--- src/rtl/vc_dest_scheduler.sv ---
// rtl/vc_dest_scheduler.sv - weighted VC0/VC1 to D0/D1 scheduler with almost-full back-pressure
module vc_dest_scheduler #(
    parameter int DATA_W   = 6,
    parameter int DEST_BIT = 4,
    parameter int WEIGHT   = 3
) (
    input  logic              clk,
    input  logic              reset,
    input  logic              enable,
    input  logic              vc0_empty,
    input  logic              vc1_empty,
    input  logic [DATA_W-1:0] vc0_data,
    input  logic [DATA_W-1:0] vc1_data,
    input  logic              d0_almost_full,
    input  logic              d1_almost_full,
    output logic              pop_vc0,
    output logic              pop_vc1,
    output logic              push_d0,
    output logic              push_d1,
    output logic [DATA_W-1:0] data_out,
    output logic              sched_idle,
    output logic              hol_blocked
);

    localparam logic [1:0] ST_IDLE  = 2'd0;
    localparam logic [1:0] ST_RUN   = 2'd1;
    localparam logic [1:0] ST_DRAIN = 2'd2;

    localparam logic [3:0] WEIGHT_L = 4'(WEIGHT);

    logic [1:0]        state_q, state_d;
    logic [3:0]        cnt_q, cnt_d;
    logic              push_d0_q, push_d1_q;
    logic [DATA_W-1:0] data_out_q;
    logic              sched_idle_q;
    logic              hol_blocked_q;

    logic              run;
    logic              elig0, elig1;
    logic              grant0, grant1, any_grant;
    logic              blocked;
    logic [DATA_W-1:0] gnt_word;

    // Eligibility uses almost_full because the push lands one cycle after the pop.
    always_comb begin
        run    = (state_q == ST_RUN);
        elig0  = !vc0_empty && !(vc0_data[DEST_BIT] ? d1_almost_full : d0_almost_full);
        elig1  = !vc1_empty && !(vc1_data[DEST_BIT] ? d1_almost_full : d0_almost_full);
        // VC1 only wins a contested cycle once VC0 has used up its weight.
        grant0 = run && elig0 && (!elig1 || (cnt_q != WEIGHT_L));
        grant1 = run && elig1 && !grant0;
        any_grant = grant0 || grant1;
        gnt_word  = grant1 ? vc1_data : vc0_data;
        blocked   = (!vc0_empty && !elig0) || (!vc1_empty && !elig1);
        pop_vc0   = grant0 && !reset;
        pop_vc1   = grant1 && !reset;
    end

    // Control FSM: RUN grants even in the cycle enable drops, DRAIN lets that push land.
    always_comb begin
        state_d = state_q;
        case (state_q)
            ST_IDLE:  if (enable) state_d = ST_RUN;
            ST_RUN:   if (!enable) state_d = ST_DRAIN;
            ST_DRAIN: state_d = enable ? ST_RUN : ST_IDLE;
            default:  state_d = ST_IDLE;
        endcase
    end

    // Weight counter: counts VC0 wins over a waiting VC1, saturating at WEIGHT.
    always_comb begin
        cnt_d = cnt_q;
        if (!elig1 || grant1) begin
            cnt_d = 4'd0;
        end else if (grant0 && (cnt_q < WEIGHT_L)) begin
            cnt_d = cnt_q + 4'd1;
        end
    end

    // State and registered outputs; reset cancels any in-flight push.
    always_ff @(posedge clk) begin
        if (reset) begin
            state_q       <= ST_IDLE;
            cnt_q         <= 4'd0;
            push_d0_q     <= 1'b0;
            push_d1_q     <= 1'b0;
            data_out_q    <= '0;
            sched_idle_q  <= 1'b1;
            hol_blocked_q <= 1'b0;
        end else begin
            state_q       <= state_d;
            cnt_q         <= cnt_d;
            push_d0_q     <= any_grant && !gnt_word[DEST_BIT];
            push_d1_q     <= any_grant && gnt_word[DEST_BIT];
            if (any_grant) begin
                data_out_q <= gnt_word;
            end
            sched_idle_q  <= (state_q == ST_IDLE) && vc0_empty && vc1_empty;
            hol_blocked_q <= run && !any_grant && blocked;
        end
    end

    assign push_d0     = push_d0_q;
    assign push_d1     = push_d1_q;
    assign data_out    = data_out_q;
    assign sched_idle  = sched_idle_q;
    assign hol_blocked = hol_blocked_q;

endmodule

--- config.mk ---
export PLATFORM = sky130hd
export DESIGN_NAME = vc_dest_scheduler
export DESIGN_NICKNAME = d
export VERILOG_FILES = /design/src/rtl/vc_dest_scheduler.sv
export SDC_FILE = /design/constraint.sdc
export NUM_CORES = 1
export LEC_CHECK = 0
export CORE_UTILIZATION = 25
export CTS_CLUSTER_SIZE = 10
export DETAILED_ROUTE_END_ITERATION = 16
export PLACE_DENSITY = 0.52
export SLEW_MARGIN = 0
export SYNTH_ARGS = -nofsm -noshare
export SYNTH_HDL_FRONTEND = slang
export SYNTH_SLANG_ARGS = --single-unit
--- constraint.sdc ---
create_clock -name clk -period 3.5 [get_ports clk]
set_input_delay 1.05 -clock clk [delete_from_list [all_inputs] [get_ports clk]]
set_output_delay 1.05 -clock clk [all_outputs]
set_load 0.01 [all_outputs]
==> results of run 1 <==
==> cell usage in the layout, fill, tap and decap left out, drive strengths merged, types with 3 or more instances in the layout <==
master,n
inv,3
clkbuf,4
clkdlybuf4s50,25
dlygate4sd2,3
o21ai,7
dfxtp,16
nor2,3
nor3,5
buf,18
a211oi,7
a311oi,6
and2,3
nand3,9
==> path summary, 6_finish.rpt <==
kind         cells after the start  slack [ns]          end
max                              7         0.1      pop_vc0
min                              2        0.46     cnt_q[1]
max reg2reg                      6        1.45  data_out[5]
min reg2reg                      2        0.46     cnt_q[1]
==> synth_stat cells <==
library cell  instances
dfxtp_1              16
ha_1                  1
and3_2                1
mux2_4                1
nor4_2                1
a22oi_1               1
nor2_1                3
o21ai_1               1
o22ai_1               2
nand3_1               9
and4b_2               1
a311oi_2              1
nor3b_1               1
a211oi_1              7
and2_1                2
or3_1                 2
buf_6                 1
o21a_1                1
or3b_1                1
nor3_1                5
xor2_1                1
and2_2                1
a221oi_1              1
a311oi_1              5
a21o_4                1
a31o_2                1
mux2i_1               1
nand2b_1              1
o21ai_0               6
inv_1                 3
clkbuf_1              4
buf_2                 1
nand2_1               2
a21oi_1               1
==> flip-flops by register name, indices dropped and copies added (netlist names) <==
| signal | count |
|---|---|
| state_q | 2 |
| sched_idle | 1 |
| hol_blocked | 1 |
| push_d1 | 1 |
| data_out | 6 |
| cnt_q | 4 |
| push_d0 | 1 |
==> worst max-delay path: stages <==
cell,delay [ns]
dlygate4sd2_1,0.25
mux2_4,0.31
buf_4,0.14
or3_4,0.36
nand2_2,0.07
nor2_1,0.04
buf_2,0.13
==> power groups by stage <==
stage | registers [mW] | logic (mW) | clock network, mW
2_1_floorplan | 0.200 | 0.0300 | 0
3_3_place_gp | 0.197 | 0.0869 | 0
3_5_place_dp | 0.197 | 0.0879 | 0
4_1_cts | 0.193 | 0.0875 | 0.130
5_1_grt | 0.194 | 0.0945 | 0.139
6_report | 0.193 | 0.0870 | 0.126
==> layout make-up <==
class	instances	area, µm²	share of cell area
multi-input cells	62	450	0.352
repair buffers	46	407	0.318
flip-flops and latches	16	320	0.250
well taps	44	55.1	0.0430
clock buffers	4	36.3	0.0283
inverters	3	11.3	0.00880
==> logic make-up after synthesis <==
group,share of synthesized area
muxes,0.0314
adders and majority gates,0.0157
xor gates and xnor gates,0.0110
DFF,0.403
and+or+nand+nor,0.220
AOI/OAI and AO/OA,0.266
buffers and inverters,0.0534
==> routing by layer <==
metal,vias up,part of all wire
met4,0,0.019
met2,24,0.50
li1,424,-
met1,423,0.43
met3,5,0.044
met5,-,0
==> what timing repair did <==
item,CTS,global route
resized for setup,13,2
endpoints found under the setup margin,2,1
setup buffers,0,0
pin swaps,2,0
==> per-stage QoR <==
stage | setup TNS, ns | hold slack [ns] | std cells
final | 0 | 0.465 | 175
after global placement | -1.07 | 0.450 | 171
after global routing | 0 | 0.495 | 175
after floorplan | 0 | 0.440 | 87
after CTS | 0 | 0.468 | 175
after detailed placement | -1.11 | 0.454 | 171
==> reports/qor.txt, run 1 <==
root buffer cell = clkbuf_4
Synth-to-Final Area Change = 60.8%
Cell Pwr Density = 317 nW/µm²
Core ar. = 3030 µm²
gpl congestion = 0.780
Post-Synthesis Cells = 87
Gate power share = 0.215
register area share after synthesis = 0.403
total wire length = 2340 µm
total power = 406 µW
GRT overflow = 0
dominant cells by area after synthesis = dfxtp_1 (40%), a211oi_1 (6.6%), nand3_1 (5.7%)
CP Launch Type = input port
DR iter-0 viols = 30
share of cells above drive strength 1 = 0.260
chip height = 58.4 µm
run status = finished clean
top-area cell type share of the netlist area = 0.403
Initial Util = 0.263
drt wl/cell = 13.3 µm
Die Width = 58.4 µm
detailed-route via count = 876
Switch Pwr = 102 µW
Max-Slew Margin vs Limit = 0.821
DRT Pass-1 Iters = 4
hold buffers post-CTS = 0
initial antenna violation count = 0
VDD IR max = 0.153 mV
first-pass GRT wire length = 3780 µm
Slew Limit Fails = 0
vias in the first global route = 864
synthesis-stage register bit count = 16
Std-Cell Rows = 20
hold_sp = cnt_q[1]
Crit Path Category = input port to output port
CP arrival = 2.35 ns
Mapped Area = 796 µm²
I/O pins = 31
final core occ = 0.423
Die ar. = 3410 µm²
# clock sinks = 16
power share of the clock group = 0.310
Required @ worst endpoint = 2.45 ns
Netlist cell types = 34
Place WS = -0.568 ns
Routed Antenna Nets = 0
final worst path period share = 0.972
grt peak-use layer = met2
H-Tree Level Count = 1
port bufs = 30
min-delay worst type = flip-flop to flip-flop
Worst-Margin Slew = 0.265 ns
r2r startpoint = cnt_q[0]
fin crit period = 3.40 ns
Syn Area/Cell = 9.15 µm²
Sw Share = 0.251
antenna cells = 0
Hold Fails Final Rpt = 0
P_int = 304 µW
HPWL Detailed = 1770 µm
Global Route met1 Usage = 0.157
largest net degree at the start of global routing = 14
synth warn = 0
Syn Nets = 107
cell taking the most area after synthesis = dfxtp_1
Clk Latency, worst-skew pair = 0.30 ns
LEAKAGE = 0.487 nW
CP Max Fanout = 3
Worst setup EP type = output port
post-route setup slack = 0.0967 ns
met2 GRT Util = 0.276
final net count = 152
Fillers = 301
CTS tree = done
vias per cell = 5.01
Max Fclk = 0.294 GHz
RSZ-0062 raised after global routing = false
Max-Cap Viols = 0
setup violators final = 0
GRT Util Overall = 0.149
CTS Buf Count = 3
Reg power frac = 0.475
final non-filler cell area = 1280 µm²
grt met3 use = 0.0330
Clock Tree Buf Depth = 2
Critical Path Start = vc1_data[4]
placed instance area = 1240 µm²
clk slew on worst S/H paths = 0.09 ns
# DRC = 0
Worst Skew = 0.00766 ns
Power figures use the tool's default switching activity.
==> run 2, diff against run 1 <==
--- a/config.mk
+++ b/config.mk
@@ -13,3 +13,4 @@
 export SYNTH_ARGS = -nofsm -noshare
 export SYNTH_HDL_FRONTEND = slang
 export SYNTH_SLANG_ARGS = --single-unit
+export TNS_END_PERCENT = 5
==> results of run 2 <==
No change in the layout: final DEF, timing and power equal those of run 1.
